File: src/rtl/phy_rx_lane.sv
// phy_rx_lane: serial lane receiver that aligns on the idle char and reassembles 32-bit words
module phy_rx_lane #(
  parameter logic [7:0] IDLE_CHAR   = 8'hBC,
  parameter int         ALIGN_COUNT = 4
) (
  input  logic        clk_32f,
  input  logic        reset,
  input  logic        serial_in,
  output logic [31:0] data_out,
  output logic        valid_out,
  output logic        active_out,
  output logic        err_out
);
  typedef enum logic [1:0] {SEARCH, ALIGN, ACTIVE} state_t;
  state_t      state, state_n;
  logic [7:0]  shift, cur_byte;
  logic [2:0]  bit_cnt, bit_cnt_n;
  logic [3:0]  idle_cnt, idle_cnt_n;
  logic [1:0]  byte_idx, byte_idx_n;
  logic [23:0] word, word_n;
  logic [31:0] data_n;
  logic        valid_n, active_n, err_n, byte_done, is_idle;
  assign cur_byte  = {shift[6:0], serial_in};
  assign byte_done = bit_cnt == 3'd7;
  assign is_idle   = cur_byte == IDLE_CHAR;
  always_ff @(posedge clk_32f) begin
    if (reset) begin
      state      <= SEARCH;
      shift      <= '0;
      bit_cnt    <= '0;
      idle_cnt   <= '0;
      byte_idx   <= '0;
      word       <= '0;
      data_out   <= '0;
      valid_out  <= 1'b0;
      active_out <= 1'b0;
      err_out    <= 1'b0;
    end else begin
      state      <= state_n;
      shift      <= cur_byte;
      bit_cnt    <= bit_cnt_n;
      idle_cnt   <= idle_cnt_n;
      byte_idx   <= byte_idx_n;
      word       <= word_n;
      data_out   <= data_n;
      valid_out  <= valid_n;
      active_out <= active_n;
      err_out    <= err_n;
    end
  end
  always_comb begin
    state_n    = state;
    bit_cnt_n  = state == SEARCH ? 3'd0 : bit_cnt + 3'd1;
    idle_cnt_n = idle_cnt;
    byte_idx_n = byte_idx;
    word_n     = word;
    data_n     = data_out;
    valid_n    = 1'b0;
    active_n   = active_out;
    err_n      = 1'b0;
    case (state)
      SEARCH: if (is_idle) begin
        idle_cnt_n = 4'd1;
        state_n    = ALIGN;
      end
      ALIGN: if (byte_done) begin
        if (is_idle) begin
          idle_cnt_n = idle_cnt + 4'd1;
          if (idle_cnt_n == 4'(ALIGN_COUNT)) begin
            state_n  = ACTIVE;
            active_n = 1'b1;
          end
        end else begin
          err_n      = 1'b1;
          idle_cnt_n = 4'd0;
          state_n    = SEARCH;
        end
      end
      // an idle char only counts as filler when it would start a word
      ACTIVE: if (byte_done && !(byte_idx == 2'd0 && is_idle)) begin
        byte_idx_n = byte_idx + 2'd1;
        case (byte_idx)
          2'd0:    word_n[23:16] = cur_byte;
          2'd1:    word_n[15:8]  = cur_byte;
          2'd2:    word_n[7:0]   = cur_byte;
          default: begin
            data_n  = {word, cur_byte};
            valid_n = 1'b1;
          end
        endcase
      end
      default: state_n = SEARCH;
    endcase
  end
endmodule
File: config.mk
export PLATFORM = sky130hd
export DESIGN_NAME = phy_rx_lane
export DESIGN_NICKNAME = d
export VERILOG_FILES = /design/src/rtl/phy_rx_lane.sv
export SDC_FILE = /design/constraint.sdc
export NUM_CORES = 1
export LEC_CHECK = 0
export ABC_AREA = 0
export BUFFER_PORTS_ARGS = -buffer_cell sky130_fd_sc_hd__clkbuf_2
export CORE_MARGIN = 4
export CORE_UTILIZATION = 30
export DETAILED_ROUTE_END_ITERATION = 12
export GPL_TIMING_DRIVEN = 0
export SYNTH_ARGS = -nofsm -noshare
export SYNTH_HDL_FRONTEND = slang
export SYNTH_SLANG_ARGS = --single-unit
File: constraint.sdc
create_clock -name clk_32f -period 2.58 [get_ports clk_32f]
set_input_delay 0.129 -clock clk_32f [delete_from_list [all_inputs] [get_ports clk_32f]]
set_output_delay 0.129 -clock clk_32f [all_outputs]
set_load 0.005 [all_outputs]
==> impl_metrics.env, run 1 <==
export IMPL_fin_skew_ns=0.003892
export IMPL_worst_setup_path_type="flip-flop to flip-flop"
export IMPL_cts_reportedPaths_clkPinSlew_ns=0.07
export IMPL_power_density_cell_area_nw_per_um2=604.3
export IMPL_number_of_hold_repair_buffers_added_at_the_cts_stage=0
export IMPL_power_leakage_nw=1.388
export IMPL_start_util_pct=30.54
export IMPL_detailedRoute_firstPassIterationCount=4
export IMPL_finalWorstPathRequiredPeriod_ns=2.203
export IMPL_asyncSetResetFlopFracSynth_pct=0
export IMPL_routed_via_density=4.541
export IMPL_cts_tree="done"
export IMPL_antenna_found_initial=0
export IMPL_grt_overflow=0
export IMPL_cts_htree_levels=3
export IMPL_numPortBuffers=36
export IMPL_slew_violations=0
export IMPL_grt_pass1_wl_um=10910
export IMPL_synth_distinct_cells=38
export IMPL_worstPathMaxFanout=8
export IMPL_globalplace_congestion=0.7710
export IMPL_design_die_area_um2=11560
export IMPL_timing_critical_path_from="bit_cnt[0]"
export IMPL_power_switching_uw=438.8
export IMPL_post_synth_cell_area_avg_um2=9.494
export IMPL_grt_usage_pct=12.20
export IMPL_die_h_um=107.5
export IMPL_hold_class="input port to flip-flop"
export IMPL_final_nets=371
export IMPL_pwr_share_clk_pct=41.9
export IMPL_ios=38
export IMPL_design_core_area_um2=9729
export IMPL_yosys_most_used_dff="dfxtp_1"
export IMPL_setup_tns_ns=0
export IMPL_synth_enable_flop_cells=0
export IMPL_synth_net_count=324
export IMPL_synth_ff_latch_count=77
export IMPL_areaGrowthSynthToFinish_pct=17.94
export IMPL_worst_ep_required_time_ns=2.80
export IMPL_timing_max_slew_rel_slack_pct=52.91
export IMPL_max_slew_worst_pin_slew_ns=0.7063
export IMPL_clockBufferDepth=2
export IMPL_r2r_end="word[14]"
export IMPL_drv_max_cap_violation_count=0
export IMPL_irDropWorstVdd_mv=0.2100
export IMPL_startpoint_of_the_most_critical_register_to_register_path="bit_cnt[0]"
export IMPL_power_share_sequential_pct=56.5
export IMPL_endpoint_kind="flip-flop"
export IMPL_number_of_hold_violations_in_the_final_report=0
export IMPL_final_setup_viol_count=0
export IMPL_endpoint="word[14]"
export IMPL_r2r_setup_slack_ns=0.38
export IMPL_place_detailed_hpwl_um=4772
export IMPL_cp_data_arrival_time_ns=2.42
export IMPL_cts_post_setup_buffers_inserted=0
export IMPL_synthesized_area_um2=2972
export IMPL_p_int_mw=1.679
export IMPL_detail_route_wl_per_cell_um=13.57
export IMPL_worstRegToRegCells=8
export IMPL_final_layout_size_suffix_gt1_share_pct=19.06
export IMPL_yosysSeqAreaShare_pct=51.87
export IMPL_grt_start_max_net_pins=12
export IMPL_dpl_instance_area_um2=3318
export IMPL_cts_sink_count=77
export IMPL_ant_diodes=0
export IMPL_status="finished, final reports clean"
export IMPL_worstSetupStartpointType="flip-flop"
export IMPL_root_buffer="clkbuf_8"
export IMPL_drt_antenna_violating_nets=0
export IMPL_drt_drc_violations_left=0
export IMPL_drtIter0Drc=54
export IMPL_post_route_period_util_pct=85.41
export IMPL_synth_warning_count=0
export IMPL_design_area_um2=3505
export IMPL_post_cts_resized=0
export IMPL_netSwitchingFraction_pct=20.72
export IMPL_drt_wl_total_um=6718
export IMPL_post_synth_inst_count=313
export IMPL_pwr_share_comb_pct=1.6
export IMPL_grt_setup_unrepaired="no"
export IMPL_clkLatencyLatePin_ns=0.34
export IMPL_floorplan_die_width_um=107.5
export IMPL_grt_pass1_vias=2189
export IMPL_fmax_ghz=0.4538
export IMPL_core_rowCount=36
export IMPL_vias=2248
export IMPL_cts_made_buffers=9
==> worst min-delay path by stage <==
stage	endpoint	startpoint	slack, ns	depth (start not counted)
3_5_place_dp	bit_cnt[0]	bit_cnt[0]	0.44	1
6_report	data_out[0]	serial_in	0.18	3
2_1_floorplan	shift[0]	serial_in	0.26	1
5_1_grt	shift[0]	serial_in	0.17	2
4_1_cts	data_out[0]	serial_in	0.15	3
3_3_place_gp	bit_cnt[0]	bit_cnt[0]	0.43	1
==> area by class of cell <==
type	count	area, um^2
fill	1053	6225
buffer	18	100.1
clock buffer	11	151.4
timing repair buffer	36	180.2
sequential	77	1541
clock inverter	2	35.03
multi-input combinational	214	1315
inverter	4	15.01
tap	133	166.4
==> routing by layer <==
| layer | global-route usage [%] | share of wire (%) | wire length [um] |
|---|---|---|---|
| met2 | 19.36 | 48 | 3194 |
| met4 | 5.050 | 1.3 | 87 |
| met3 | 2.879 | 3.5 | 238 |
| met5 | 0 | 0 | 0 |
| met1 | 15.91 | 48 | 3197 |
==> placed cells by master, fill, tap and decap left out, types with 2 or more instances in the layout <==
cell and count:
and2_1 2, clkbuf_1 9, buf_6 3, o311a_1 3, a21oi_1 24, a21oi_2 8, and4_1 3, nor2_1 31
mux2i_1 25, nand2_1 68, o21ai_0 5, inv_1 4, nand3b_1 3, nand2b_1 3, dfxtp_1 77, nand3_1 3
nor3_1 2, buf_2 5, ha_1 8, and3b_1 3, clkbuf_2 36, clkbuf_8 11, nor2b_1 7
==> registers in the layout, summed over array words and instances (netlist names) <==
signal and flops:
data_out 32, word 24, shift 7, idle_cnt 4
bit_cnt 3, byte_idx 2, state 2, active_out 1
err_out 1, valid_out 1
==> Yosys cell counts (4+ instances only) <==
| cell | number | area [um^2] |
|---|---|---|
| nand2_1 | 68 | 255.2 |
| mux2i_1 | 25 | 250.2 |
| inv_1 | 4 | 15.01 |
| o21ai_0 | 5 | 25.02 |
| buf_2 | 5 | 25.02 |
| a21oi_1 | 24 | 120.1 |
| nor2_1 | 31 | 116.4 |
| clkbuf_1 | 9 | 33.78 |
| ha_1 | 8 | 100.1 |
| a21oi_2 | 8 | 70.07 |
| dfxtp_1 | 77 | 1541 |
| nor2b_1 | 7 | 43.79 |
==> kinds of logic after synthesis <==
logic type,after synthesis,share of synthesized area [%]
mux,25,8.421
fa+ha+maj,8,3.369
buf+inv,22,3.873
simple gates,130,20.13
compound gates,50,12.04
flops,77,51.87
xor+xnor,1,0.2948
==> power by group through the flow <==
stage	sequential [mW]	clock, mW	combinational, mW
6_report	1.20	0.887	0.0341
5_1_grt	1.20	0.950	0.0374
4_1_cts	1.20	0.920	0.0342
3_5_place_dp	1.22	0	0.0341
3_3_place_gp	1.22	0	0.0335
2_1_floorplan	1.22	0	0.0216
==> through the flow <==
step                worst slack, ns  power [mW]  hold WS, ns  util (%)  cells
finish                       0.3765       2.118       0.1801     36.02    495
floorplan                    0.6762       1.242       0.2572         -    313
CTS                          0.3740       2.150       0.1500     36.02    495
global placement             0.4503       1.258       0.4253     34.10    482
detailed placement           0.3874       1.258       0.4365     34.10    482
global route                 0.1721       2.184       0.1678     36.02    495
==> worst max-delay path, cell delays in order (launching register included) <==
cell and delay, ns:
dfxtp_1 0.35, ha_1 0.15, ha_1 0.27, and3b_1 0.20
clkbuf_1 0.33, o311a_1 0.25, buf_2 0.26, mux2i_1 0.22
nor2_1 0.06
(Power assumes the default switching activity.)
==> inputs of run 2 (changes only) <==
--- a/config.mk
+++ b/config.mk
@@ -7,7 +7,7 @@
 export LEC_CHECK = 0
 export ABC_AREA = 0
 export BUFFER_PORTS_ARGS = -buffer_cell sky130_fd_sc_hd__clkbuf_2
-export CORE_MARGIN = 4
+export CORE_MARGIN = 1.5
 export CORE_UTILIZATION = 30
 export DETAILED_ROUTE_END_ITERATION = 12
 export GPL_TIMING_DRIVEN = 0
==> run 2 against run 1 <==
- total power is 0.84% higher
- fmax about the same
- count of clock-buffer cells in the layout is the same
- critical path type unchanged
- routed wire length decreased by 4.0%
- clock power grew 2%
- first-iteration DRC count rose by 63%
- flip-flop and latch count unchanged
- combinational power about the same
- clock skew is 0.0039 ns higher
- die area shrank 9.1%
- global-route usage rose by 0.89 points
==> impl_metrics.env, run 2 (synthesis results as in run 1) <==
export IMPL_place_detailed_hpwl_um=4555
export IMPL_design_die_area_um2=10510
export IMPL_worstPathMaxFanout=10
export IMPL_number_of_hold_repair_buffers_added_at_the_cts_stage=0
export IMPL_drv_max_cap_violation_count=0
export IMPL_power_total_mw=2.136
export IMPL_worstSetupStartpointType="flip-flop"
export IMPL_clockBufferDepth=2
export IMPL_grt_usage_pct=13.09
export IMPL_number_of_hold_violations_in_the_final_report=0
export IMPL_hold_worst_slack_ns=0.1764
export IMPL_worstRegToRegCells=8
export IMPL_ios=38
export IMPL_timing_critical_path_cells="ha_1 > ha_1 > and3b_1 > clkbuf_1 > o311a_1 > buf_2 > nand2_1 > a21oi_2"
export IMPL_layout_filler_cells=990
export IMPL_post_route_period_util_pct=85.44
export IMPL_setup_ws_ns=0.3756
export IMPL_worst_setup_path_type="flip-flop to flip-flop"
export IMPL_detailedRoute_firstPassIterationCount=4
export IMPL_grt_pass1_vias=2095
export IMPL_detail_route_wl_per_cell_um=12.97
export IMPL_reg_top3="data_out x32, word x24, shift x7"
export IMPL_die_h_um=102.5
export IMPL_status="finished, final reports clean"
export IMPL_final_setup_viol_count=0
export IMPL_core_rowCount=36
export IMPL_design_core_area_um2=9684
export IMPL_mostFrequentLayoutCells="dfxtp_1 (77), nand2_1 (68), clkbuf_2 (36)"
export IMPL_drt_wl_total_um=6446
export IMPL_multiInputGateArea_um2=1315
export IMPL_worst_path_most_repeated_cell="ha_1"
export IMPL_fmax_ghz=0.4536
export IMPL_cts_htree_levels=3
export IMPL_cts_made_buffers=9
export IMPL_largest_register_ffs=32
export IMPL_worst_ep_required_time_ns=2.85
export IMPL_clkLatencyLatePin_ns=0.34
export IMPL_numPortBuffers=36
export IMPL_timing_max_slew_rel_slack_pct=49.57
export IMPL_routed_via_density=4.529
export IMPL_max_slew_worst_pin_slew_ns=0.7565
export IMPL_final_nets=371
export IMPL_ant_diodes=0
export IMPL_grt_pass1_wl_um=10370
export IMPL_detailedPlace_worstSlack_ns=0.3931
export IMPL_endpoint_kind="flip-flop"
export IMPL_slew_violations=0
export IMPL_grt_start_max_net_pins=13
export IMPL_antenna_found_initial=0
export IMPL_globalplace_congestion=0.8014
export IMPL_timing_critical_path_slowest_stage_cell="dfxtp_1"
export IMPL_start_util_pct=30.68
export IMPL_r2r_setup_slack_ns=0.38
export IMPL_cts_sink_count=77
export IMPL_finalWorstPathRequiredPeriod_ns=2.204
export IMPL_top_register="data_out"
export IMPL_cts_post_setup_buffers_inserted=0
export IMPL_areaGrowthSynthToFinish_pct=18.36
export IMPL_r2r_end="data_out[4]"
export IMPL_drt_drc_violations_left=0
export IMPL_setup_tns_ns=0
export IMPL_vias=2251
export IMPL_sequential_cell_area_um2=1541
export IMPL_power_leakage_nw=1.392
export IMPL_fin_skew_ns=0.007824
export IMPL_power_density_cell_area_nw_per_um2=607.2
export IMPL_post_cts_resized=0
export IMPL_endpoint="data_out[4]"
export IMPL_startpoint_of_the_most_critical_register_to_register_path="bit_cnt[0]"
export IMPL_grt_setup_unrepaired="no"
export IMPL_utilization_pct=36.32
export IMPL_drtIter0Drc=88
export IMPL_irDropWorstVdd_mv=0.3783
export IMPL_final_layout_size_suffix_gt1_share_pct=19.51
export IMPL_cp_data_arrival_time_ns=2.48
export IMPL_cts_tree="done"
export IMPL_floorplan_die_width_um=102.5
export IMPL_slowest_delay_ns=0.35
export IMPL_drt_antenna_violating_nets=0
export IMPL_cts_reportedPaths_clkPinSlew_ns=0.08
export IMPL_timing_critical_path_from="bit_cnt[0]"
export IMPL_hold_class="input port to flip-flop"
export IMPL_root_buffer="clkbuf_8"
export IMPL_layout_commonest_cell="dfxtp_1"
export IMPL_grt_overflow=0
==> run 2: cell types whose count changed in the layout (fill, tap and decap cells not counted), sizes merged <==
cell and change:
clkinv +1, clkinvlp +1
==> run 2: where the power goes <==
part           leakage [nW]  internal [mW]  switching [mW]
Combinational         0.671        0.00656          0.0273
Clock                 0.101          0.491           0.415
Sequential            0.620           1.19         0.00623
==> run 2: critical path, delay by kind of cell, from the launching register on <==
kind                       cells  cell delay [ns]
buffers and inverters          2             0.57
DFF                            1             0.35
and+or+nand+nor                2             0.31
adders and majority gates      2             0.42
AOI/OAI and AO/OA              2             0.49
==> run 2: worst min-delay path by stage <==
stage | from | end | slack (ns) | cells past startpoint
2_1_floorplan | serial_in | shift[0] | 0.26 | 1
3_3_place_gp | bit_cnt[0] | bit_cnt[0] | 0.42 | 1
3_5_place_dp | bit_cnt[0] | bit_cnt[0] | 0.44 | 1
4_1_cts | serial_in | data_out[0] | 0.16 | 3
5_1_grt | serial_in | data_out[0] | 0.16 | 3
6_report | serial_in | data_out[0] | 0.18 | 3
==> run 2: through the flow <==
| stage | cells | area [um^2] |
|---|---|---|
| after floorplan | 313 | 2972 |
| after global placement | 482 | 3318 |
| after detailed placement | 482 | 3318 |
| after CTS | 497 | 3517 |
| after global routing | 497 | 3517 |
| final | 497 | 3517 |
==> run 2: metal layers <==
| layer | global-route usage, % | up-vias | routed length (um) |
|---|---|---|---|
| met1 | 16.65 | 1055 | 3089 |
| met3 | 4.339 | 5 | 284 |
| met2 | 21.91 | 35 | 3035 |
| met4 | 2.424 | 0 | 36 |
| li1 | - | 1156 | - |
| met5 | 0 | - | 0 |
==> run 2: layout make-up <==
cell class,instances,area share [%]
buffer,18,2.846
clock buffer,11,4.305
clock inverter,4,1.352
inverter,4,0.4269
multi-input combinational,214,37.39
sequential,77,43.83
tap,133,4.731
timing repair buffer,36,5.123
==> inputs of run 3 (changes only) <==
--- a/config.mk
+++ b/config.mk
@@ -8,9 +8,10 @@
 export ABC_AREA = 0
 export BUFFER_PORTS_ARGS = -buffer_cell sky130_fd_sc_hd__clkbuf_2
 export CORE_MARGIN = 1.5
-export CORE_UTILIZATION = 30
+export CORE_UTILIZATION = 56
 export DETAILED_ROUTE_END_ITERATION = 12
 export GPL_TIMING_DRIVEN = 0
+export PLACE_DENSITY = 0.78
 export SYNTH_ARGS = -nofsm -noshare
 export SYNTH_HDL_FRONTEND = slang
 export SYNTH_SLANG_ARGS = --single-unit
==> run 3 against run 2 <==
- clock power barely moved
- final area fell by 2.2%
- critical path depth did not move
- core utilization rose by 31 points
- non-clock buffer count did not move
- fmax fell by 1.2%
- combinational power fell by 2%
- register-to-register slack got worse by 0.03 ns
- worst setup slack got worse by 0.027 ns
- first-iteration DRC count rose by 61%
- largest cell class unchanged
==> impl_metrics.env, run 3 (synthesis results as in run 1) <==
export IMPL_max_slew_worst_pin_slew_ns=0.7134
export IMPL_cts_tree="done"
export IMPL_drt_drc_violations_left=0
export IMPL_slew_violations=0
export IMPL_layout_commonest_cell="dfxtp_1"
export IMPL_status="finished, final reports clean"
export IMPL_drt_wl_total_um=6132
export IMPL_largest_register_ffs=32
export IMPL_die_h_um=75.85
export IMPL_grt_pass1_vias=2002
export IMPL_vias=2296
export IMPL_ios=38
export IMPL_detailedPlace_worstSlack_ns=0.3807
export IMPL_floorplan_die_width_um=75.85
export IMPL_start_util_pct=58.18
export IMPL_worst_path_dominant_cell_family="buffers and inverters"
export IMPL_setup_ws_ns=0.3490
export IMPL_cts_sink_count=77
export IMPL_worst_ep_required_time_ns=2.86
export IMPL_core_rowCount=26
export IMPL_grt_overflow=0
export IMPL_cts_post_setup_buffers_inserted=0
export IMPL_mostFrequentLayoutCells="dfxtp_1 (77), nand2_1 (68), clkbuf_2 (36)"
export IMPL_post_cts_resized=0
export IMPL_post_route_period_util_pct=86.47
export IMPL_endpoint_kind="flip-flop"
export IMPL_routed_via_density=5.290
export IMPL_design_die_area_um2=5752
export IMPL_clockBufferDepth=2
export IMPL_grt_usage_pct=23.91
export IMPL_grt_pass1_wl_um=9880
export IMPL_reg_top3="data_out x32, word x24, shift x7"
export IMPL_detailedRoute_firstPassIterationCount=4
export IMPL_place_detailed_hpwl_um=4201
export IMPL_root_buffer="clkbuf_8"
export IMPL_cts_htree_levels=3
export IMPL_antenna_found_initial=0
export IMPL_finalWorstPathRequiredPeriod_ns=2.231
export IMPL_final_layout_size_suffix_gt1_share_pct=19.51
export IMPL_timing_max_slew_rel_slack_pct=52.44
export IMPL_power_leakage_nw=1.392
export IMPL_drt_antenna_violating_nets=0
export IMPL_cts_made_buffers=9
export IMPL_irDropWorstVdd_mv=0.3746
export IMPL_drtIter0Drc=142
export IMPL_power_density_cell_area_nw_per_um2=621.6
export IMPL_timing_critical_path_cells="ha_1 > ha_1 > and3b_1 > clkbuf_1 > o311a_1 > buf_2 > nand2_1 > a21oi_2"
export IMPL_number_of_hold_repair_buffers_added_at_the_cts_stage=0
export IMPL_final_nets=371
export IMPL_worst_setup_path_type="flip-flop to flip-flop"
export IMPL_power_total_mw=2.137
export IMPL_setup_tns_ns=0
export IMPL_layout_filler_cells=431
export IMPL_grt_setup_unrepaired="no"
export IMPL_hold_class="input port to flip-flop"
export IMPL_top_register="data_out"
export IMPL_ant_diodes=0
export IMPL_globalplace_congestion=0.7860
export IMPL_detail_route_wl_per_cell_um=14.13
export IMPL_worst_path_most_repeated_cell="ha_1"
export IMPL_fin_skew_ns=0.007639
export IMPL_design_core_area_um2=5107
export IMPL_slowest_delay_ns=0.35
export IMPL_grt_start_max_net_pins=13
export IMPL_clkLatencyLatePin_ns=0.35
export IMPL_cp_data_arrival_time_ns=2.51
export IMPL_cts_reportedPaths_clkPinSlew_ns=0.07
export IMPL_areaGrowthSynthToFinish_pct=15.71
export IMPL_worstSetupStartpointType="flip-flop"
export IMPL_worstPathBufferInverterCount=2
export IMPL_drv_max_cap_violation_count=0
export IMPL_numPortBuffers=36
export IMPL_timing_critical_path_slowest_stage_cell="dfxtp_1"
export IMPL_number_of_hold_violations_in_the_final_report=0
export IMPL_worstPathMaxFanout=10
export IMPL_utilization_pct=67.32
export IMPL_final_setup_viol_count=0
export IMPL_fmax_ghz=0.4482
## run 3: cell counts in the layout (fill, tap and decap cells not counted)
Identical to the previous run, type by type.
## run 3: stage by stage
stage	instance area [um^2]	instances	hold WS [ns]
floorplan	2972	313	0.2572
global placement	3239	419	0.4246
detailed placement	3239	419	0.4464
CTS	3438	434	0.1443
global route	3438	434	0.1698
finish	3438	434	0.1557
## run 3: layer usage
| layer | vias up | track usage, % | share of wire [%] | routed length [um] |
|---|---|---|---|---|
| li1 | 1151 | - | - | - |
| met1 | 1086 | 31.57 | 46 | 2839 |
| met2 | 45 | 37.20 | 48 | 2924 |
| met3 | 14 | 3.968 | 3.5 | 212 |
| met4 | 0 | 13.29 | 2.6 | 157 |
| met5 | - | 0 | 0 | 0 |
## run 3: power breakdown
group	internal (mW)	switching (mW)
registers	1.19	0.00661
clock network	0.491	0.417
logic	0.00656	0.0265
total	1.69	0.450
## run 3: layout make-up
| cell class | instances | area, um^2 | share of cell area, % |
|---|---|---|---|
| clock inverter | 4 | 47.55 | 1.383 |
| clock buffer | 11 | 151.4 | 4.403 |
| timing repair buffer | 36 | 180.2 | 5.240 |
| multi-input combinational | 214 | 1315 | 38.25 |
| tap | 70 | 87.58 | 2.547 |
| inverter | 4 | 15.01 | 0.4367 |
| sequential | 77 | 1541 | 44.83 |
| buffer | 18 | 100.1 | 2.911 |
## run 3: worst paths after layout
kind | startpoint | slack, ns | cells past startpoint | to
min | serial_in | 0.16 | 2 | shift[0]
max | bit_cnt[0] | 0.35 | 8 | data_out[3]
max reg2reg | bit_cnt[0] | 0.35 | 8 | data_out[3]
min reg2reg | bit_cnt[0] | 0.45 | 1 | bit_cnt[0]
